<file path="src/rtl/multdiv_pkg.sv">
// rtl/multdiv_pkg.sv - shared state encoding, opcode constants and iteration count for the mul/div unit
package multdiv_pkg;

    typedef enum logic [1:0] {
        ST_IDLE = 2'd0,
        ST_MUL  = 2'd1,
        ST_DIV  = 2'd2,
        ST_DONE = 2'd3
    } state_t;

    localparam logic [4:0] OPC_ALU = 5'b00000;
    localparam logic [4:0] ALU_MUL = 5'b00110;
    localparam logic [4:0] ALU_DIV = 5'b00111;

    localparam int ITER_COUNT = 32;

endpackage

</file>
<file path="src/rtl/multdiv_iter.sv">
// rtl/multdiv_iter.sv - accumulator/remainder registers with one add-shift or restoring-divide step per cycle
// Divide step is built only when MULTDIV_DIV_EN is defined.
module multdiv_iter #(
    parameter int W = 32
) (
    input  logic         clock,
    input  logic         reset,
    input  logic         load,
    input  logic         step,
    input  logic         is_div,
    input  logic [W-1:0] a_mag,
    input  logic [W-1:0] b_mag,
    output logic [W-1:0] hi,
    output logic [W-1:0] lo
);

    // opnd holds the multiplicand for mul and the divisor for div
    logic [W-1:0] opnd;
    logic [W:0]   mul_sum;
    logic [W-1:0] mul_hi_n;
    logic [W-1:0] mul_lo_n;

    assign mul_sum  = {1'b0, hi} + (lo[0] ? {1'b0, opnd} : '0);
    assign mul_hi_n = mul_sum[W:1];
    assign mul_lo_n = {mul_sum[0], lo[W-1:1]};

`ifdef MULTDIV_DIV_EN
    logic         div_mode;
    logic [W:0]   shifted;
    logic [W:0]   trial;
    logic         fits;
    logic [W-1:0] div_hi_n;
    logic [W-1:0] div_lo_n;

    // lo shifts dividend bits out of its top while quotient bits enter at the bottom
    assign shifted  = {hi, lo[W-1]};
    assign trial    = shifted - {1'b0, opnd};
    assign fits     = ~trial[W];
    assign div_hi_n = fits ? trial[W-1:0] : shifted[W-1:0];
    assign div_lo_n = {lo[W-2:0], fits};

    always_ff @(posedge clock or negedge reset) begin
        if (!reset) begin
            hi       <= '0;
            lo       <= '0;
            opnd     <= '0;
            div_mode <= 1'b0;
        end else if (load) begin
            hi       <= '0;
            lo       <= is_div ? a_mag : b_mag;
            opnd     <= is_div ? b_mag : a_mag;
            div_mode <= is_div;
        end else if (step) begin
            hi <= div_mode ? div_hi_n : mul_hi_n;
            lo <= div_mode ? div_lo_n : mul_lo_n;
        end
    end
`else
    always_ff @(posedge clock or negedge reset) begin
        if (!reset) begin
            hi   <= '0;
            lo   <= '0;
            opnd <= '0;
        end else if (load) begin
            hi   <= '0;
            lo   <= is_div ? a_mag : b_mag;
            opnd <= is_div ? b_mag : a_mag;
        end else if (step) begin
            hi <= mul_hi_n;
            lo <= mul_lo_n;
        end
    end
`endif

endmodule

</file>
<file path="src/rtl/x_multdiv_unit.sv">
// rtl/x_multdiv_unit.sv - iterative signed multiply/divide for the execute stage
// Divider built only when MULTDIV_DIV_EN is defined; otherwise div reports an exception.
module x_multdiv_unit
    import multdiv_pkg::*;
#(
    parameter int DATA_WIDTH = ITER_COUNT
) (
    input  logic                  clock,
    input  logic                  reset,
    input  logic [31:0]           insn_in,
    input  logic [DATA_WIDTH-1:0] data_A_in,
    input  logic [DATA_WIDTH-1:0] data_B_in,
    input  logic                  kill,
    output logic                  stall,
    output logic                  busy,
    output logic                  result_valid,
    output logic [DATA_WIDTH-1:0] result_out,
    output logic                  exception
);

    localparam int W  = DATA_WIDTH;
    localparam int CW = $clog2(W);
    localparam logic [CW-1:0]  LAST_ITER = CW'(W - 1);
    localparam logic [2*W-1:0] MAG_LIM   = {{W{1'b0}}, 1'b1, {(W-1){1'b0}}};

    state_t        state, state_n;
    logic [CW-1:0] count;
    logic          iter_load, iter_step;
    logic          neg_q, is_div_q, div_bad_q, div_ovf_q;
    logic [W-1:0]  res_hold;
    logic          exc_hold;

    logic          dec_alu, dec_mul, dec_div, decoded;
    logic          a_neg, b_neg;
    logic [W-1:0]  a_mag, b_mag;
    logic          div_bad_d, div_ovf_d;
    logic [W-1:0]  acc_hi, acc_lo;
    logic          unused_insn_bits;

    assign dec_alu = (insn_in[31:27] == OPC_ALU);
    assign dec_mul = dec_alu && (insn_in[6:2] == ALU_MUL);
    assign dec_div = dec_alu && (insn_in[6:2] == ALU_DIV);
    assign decoded = dec_mul | dec_div;
    assign unused_insn_bits = ^{insn_in[26:7], insn_in[1:0]};

    assign a_neg = data_A_in[W-1];
    assign b_neg = data_B_in[W-1];
    assign a_mag = a_neg ? -data_A_in : data_A_in;
    assign b_mag = b_neg ? -data_B_in : data_B_in;

`ifdef MULTDIV_DIV_EN
    logic b_zero;
    assign b_zero    = (data_B_in == '0);
    assign div_bad_d = b_zero;
    assign div_ovf_d = (data_A_in == {1'b1, {(W-1){1'b0}}}) && (&data_B_in);
`else
    assign div_bad_d = 1'b1;
    assign div_ovf_d = 1'b0;
`endif

    multdiv_iter #(.W(W)) u_iter (
        .clock  (clock),
        .reset  (reset),
        .load   (iter_load),
        .step   (iter_step),
        .is_div (dec_div),
        .a_mag  (a_mag),
        .b_mag  (b_mag),
        .hi     (acc_hi),
        .lo     (acc_lo)
    );

    always_comb begin
        state_n   = state;
        iter_load = 1'b0;
        iter_step = 1'b0;
        case (state)
            ST_IDLE: begin
                if (decoded && !kill) begin
                    iter_load = 1'b1;
                    if (dec_mul)        state_n = ST_MUL;
                    else if (div_bad_d) state_n = ST_DONE;
                    else                state_n = ST_DIV;
                end
            end
            ST_MUL, ST_DIV: begin
                if (kill) begin
                    state_n = ST_IDLE;
                end else begin
                    iter_step = 1'b1;
                    if (count == LAST_ITER) state_n = ST_DONE;
                end
            end
            ST_DONE: state_n = ST_IDLE;
            default: state_n = ST_IDLE;
        endcase
    end

    // Magnitudes are unsigned; sign and overflow are recovered from neg_q at DONE
    logic [2*W-1:0] prod_mag;
    logic [W-1:0]   prod_low, quot, done_res;
    logic           mul_ovf, done_exc;

    assign prod_mag = {acc_hi, acc_lo};
    assign prod_low = neg_q ? -acc_lo : acc_lo;
    assign quot     = neg_q ? -acc_lo : acc_lo;
    assign mul_ovf  = neg_q ? (prod_mag > MAG_LIM) : (prod_mag >= MAG_LIM);
    assign done_res = !is_div_q ? prod_low : (div_bad_q ? '0 : quot);
    assign done_exc = is_div_q ? (div_bad_q | div_ovf_q) : mul_ovf;

    assign busy         = (state == ST_MUL) || (state == ST_DIV);
    assign stall        = reset && !kill && (((state == ST_IDLE) && decoded) || busy);
    assign result_valid = (state == ST_DONE) && !kill;
    assign result_out   = result_valid ? done_res : res_hold;
    assign exception    = result_valid ? done_exc : exc_hold;

    always_ff @(posedge clock or negedge reset) begin
        if (!reset) begin
            state     <= ST_IDLE;
            count     <= '0;
            neg_q     <= 1'b0;
            is_div_q  <= 1'b0;
            div_bad_q <= 1'b0;
            div_ovf_q <= 1'b0;
            res_hold  <= '0;
            exc_hold  <= 1'b0;
        end else begin
            state <= state_n;
            if (iter_load) begin
                count     <= '0;
                neg_q     <= a_neg ^ b_neg;
                is_div_q  <= dec_div;
                div_bad_q <= div_bad_d;
                div_ovf_q <= div_ovf_d;
            end else if (iter_step) begin
                count <= count + 1'b1;
            end
            if (result_valid) begin
                res_hold <= done_res;
                exc_hold <= done_exc;
            end
        end
    end

endmodule

</file>
<file path="config.mk">
export PLATFORM = sky130hd
export DESIGN_NAME = x_multdiv_unit
export DESIGN_NICKNAME = d
export VERILOG_FILES = /design/src/rtl/multdiv_pkg.sv /design/src/rtl/multdiv_iter.sv /design/src/rtl/x_multdiv_unit.sv
export SDC_FILE = /design/constraint.sdc
export NUM_CORES = 1
export LEC_CHECK = 0
export ABC_CLOCK_PERIOD_IN_PS = 3350
export CORE_MARGIN = 4
export CORE_UTILIZATION = 46
export CTS_CLUSTER_DIAMETER = 50
export DETAILED_ROUTE_END_ITERATION = 7
export GPL_TIMING_DRIVEN = 0
export PLACE_DENSITY = 0.69
export SYNTH_ARGS = -nofsm -noshare
export SYNTH_HDL_FRONTEND = slang
export SYNTH_SLANG_ARGS = --single-unit
</file>
<file path="constraint.sdc">
create_clock -name clock -period 3.35 [get_ports clock]
set_input_delay 0.67 -clock clock [delete_from_list [all_inputs] [get_ports clock]]
set_output_delay 0.67 -clock clock [all_outputs]
set_load 0.05 [all_outputs]
</file>
==> summary.md <==
| Metric | Value |
|---|---|
| Avg Inst Size Synth | 8.146 um^2 |
| Std-Cell Rows | 53 |
| CP endpoint kind | output port |
| H-tree depth | 4 |
| Worst Clk Skew | 7.810 ps |
| Port buffer count | 110 |
| Routed len/inst | 20.01 um |
| R2r setup slk | 160 ps |
| Worst path slowest cell | or4_4 |
| Share of layout cells above drive strength 1 | 13.84% |
| Async SR Flop Fraction | 100.0% |
| Synth cell types | 65 |
| Die width | 155.0 um |
| P_leak | 5.563 nW |
| WP buf/inv | 2 |
| Startpoint Class | flip-flop |
| RSZ-0062 raised after global routing | yes |
| Top cells by area, synth | dfrtp_1 35%, o21ai_0 8.2%, nand2_1 7.4% |
| GRT Total Usage | 27.06% |
| Period Utilization, post-route | 107.0% |
| Period minus WS final | 3583 ps |
| First-pass GRT wire length | 51.54 mm |
| Worst-skew pair later-pin latency | 430 ps |
| Final hold viol count | 0 |
| CTS root buffer | clkbuf_16 |
| DRT iter0 DRCs | 866 |
| Finished layout cell area | 12700 um^2 |
| Final core occ | 60.02% |
| Synth top area share | 34.97% |
| Antenna Violating Nets Remaining | 0 |
| Biggest area consumer among synthesized cells | dfrtp_1 |
| Remaining Overflow, GRT | 0 |
| Chip height | 155.0 um |
| Critical Path RT | 2680 ps |
| Gate Count Post-Synth | 1221 |
| Max-slew violations | 0 |
| Post-DP Area | 11460 um^2 |
| Failing checks | negative setup slack |
| Clock share of power | 22.5% |
| CTS tree | done |
| Sw power | 4.069 mW |
| DR pass1 iterations | 5 |
| Worst path cell trace | or4_4 -> nor4_4 -> buf_4 -> nand3_4 -> or3_4 -> nand2_2 -> xor2_2 -> o21ai_2 -> buf_6 |
| Hpwl dp | 24.70 mm |
| Gp weighted congestion | 0.9491 |
| Most common cell after layout, fill and taps aside | nand2_1 |
| Largest net degree at the start of global routing | 82 |
| Number of vias per cell | 5.994 |
| Setup WS post-layout | -232.9 ps |
| Combinational group share of total power | 50.1% |
| Starting Density | 47.02% |
| DR vias | 9968 |
| Initial antenna violation count | 0 |
| Area occupied by multi-input gates | 6476 um^2 |
| Total CTS buffers | 17 |
| Crit Path Category | flip-flop to output port |
| Yosys warning count | 0 |
| Vias in the first global route | 9691 |
| Core box area | 21150 um^2 |
| Worst path arrival time | 2910 ps |
| Relative slew slack | 46.55% |
| Fillers | 1871 |
| Setup violators final | 21 |
| Ports | 135 |
| Final net count | 1515 |
| Hold WC Path Type | input port to asynchronous set/reset pin |
| Total Wirelength | 33.27 mm |
| Post-synth EDFFs | 0 |
| Most frequent cells in the layout | 187 x nand2_1, 138 x dfrtp_1, 135 x o21ai_0, 87 x a21oi_1, 75 x clkdlybuf4s50_1 |
| FF/Latch Area | 3480 um^2 |
| FF-to-FF End | u_iter.hi[15]$_DFFE_PN0P_ |
| Clk slew on worst S/H paths | 60 ps |
| Syn nets | 1361 |
| Worst-margin pin slew | 801.7 ps |
| Residual DRC count | 0 |
| PwrDens | 725.2 nW/um^2 |
| Internal | 5.139 mW |
| Post-synthesis register bit count | 139 |
| Worst path max stage delay | 580 ps |
| R2R depth | 12 |
| Max Cap Violations | 0 |
| Fraction of the yosys area taken by sequential cells | 34.97% |
| Status | finished with violations |
| Critical Path Fanout Max | 4 |
| Delay-heaviest family, CP | simple AND/OR/NAND/NOR gates |
| RR Startpoint | u_iter.lo[0]$_DFFE_PN0P_ |
| Area Growth Syn to Fin | 27.66% |
| Reg power frac | 27.4% |
| FMAX | 279.1 MHz |
| Predominant post-synthesis flop cell | dfrtp_1 |
| Clock Path Buffers | 2 |
| Max IR drop VDD | 627.7 uV |
| Sw Share | 44.19% |
| Die ar. | 24040 um^2 |
| Synthesized area | 9946 um^2 |
| Total clock sinks | 139 |
through the flow:
step                power, mW  setup WS [ps]  cells  hold slack [ps]  setup TNS [ps]
finish                  9.208         -232.9   1663            213.9           -1985
detailed placement      6.396          -1238   1607            452.1          -26330
global placement        6.354          -4444   1606            446.9         -589910
floorplan               5.066         -301.0   1221            374.4           -4369
CTS                     8.798         -260.3   1650            242.1           -1624
global route            9.665         -346.8   1662            264.2           -4992
final cells by class:
cell class / instances / area share [%]
Multi-Input combinational cell: 989 / 51.01
Inverter: 20 / 0.6110
Tap cell: 275 / 2.710
Clock buffer: 18 / 3.380
Buffer: 69 / 2.552
Antenna cell: 1 / 0.01971
Clock inverter: 13 / 1.577
Timing Repair Buffer: 139 / 10.74
Sequential cell: 139 / 27.40
synthesized netlist by cell type (25+ instances only):
cell type / instances
nand2_1: 195
nor2_1: 70
o21ai_0: 162
clkbuf_1: 62
o31ai_1: 25
and2_1: 35
a21oi_1: 92
dfrtp_1: 139
xor2_1: 69
xnor2_1: 50
ha_1: 40
routing by layer:
metal | wire (um) | global-route usage (%)
met1 | 14750 | 39.13
met2 | 15180 | 42.53
met3 | 2743 | 4.757
met4 | 604 | 6.266
met5 | 0 | 0
worst max-delay path by stage:
stage | startpoint | endpoint | depth (start not counted)
2_1_floorplan | kill | result_out[11] | 7
3_3_place_gp | reset | stall | 3
3_5_place_dp | insn_in[4] | stall | 9
4_1_cts | u_iter.lo[5]$_DFFE_PN0P_ | result_out[22] | 8
5_1_grt | u_iter.lo[7]$_DFFE_PN0P_ | result_out[22] | 8
6_report | u_iter.lo[7]$_DFFE_PN0P_ | result_out[30] | 9
power groups by stage:
| stage | Clock [mW] | Combinational [mW] | Sequential [mW] |
|---|---|---|---|
| final | 2.07 | 4.61 | 2.53 |
| after CTS | 2.07 | 4.24 | 2.49 |
| after floorplan | 0 | 2.68 | 2.39 |
| after global routing | 2.16 | 4.93 | 2.58 |
| after global placement | 0 | 3.87 | 2.49 |
| after detailed placement | 0 | 3.90 | 2.50 |
sequential cells by signal (all words and copies together) (netlist names):
name,flops
state,2
u_iter.opnd,32
u_iter.hi,32
exc_hold,1
u_iter.lo,32
is_div_q,1
div_bad_q,1
neg_q,1
count,5
res_hold,32
cells by family after synthesis:
| family | share of synthesized area [%] |
|---|---|
| XOR/XNOR | 10.48 |
| AO/OA/AOI/OAI | 24.09 |
| flip-flops | 34.97 |
| multiplexers | 0.6290 |
| buffers and inverters | 3.950 |
| adder cells (fa/ha/maj) | 5.233 |
| AND/OR/NAND/NOR | 20.64 |
worst reg2reg max path: stages, from the launching register on:
cell,delay [ps]
dfrtp_2,450
buf_12,150
clkbuf_1,170
and2_1,200
fa_1,460
a211oi_2,290
o211ai_1,210
a21oi_2,190
o21ai_1,180
nor2b_1,210
a31oi_1,200
xor2_1,230
o21ai_0,110
timing repair:
item,4_1_cts,5_1_grt
pin swaps,18,28
setup buffers,13,16
resized for setup,234,76
hold buffers,0,0
setup endpoints to repair,42,47
Note: power is estimated with default switching activity, not from simulation.
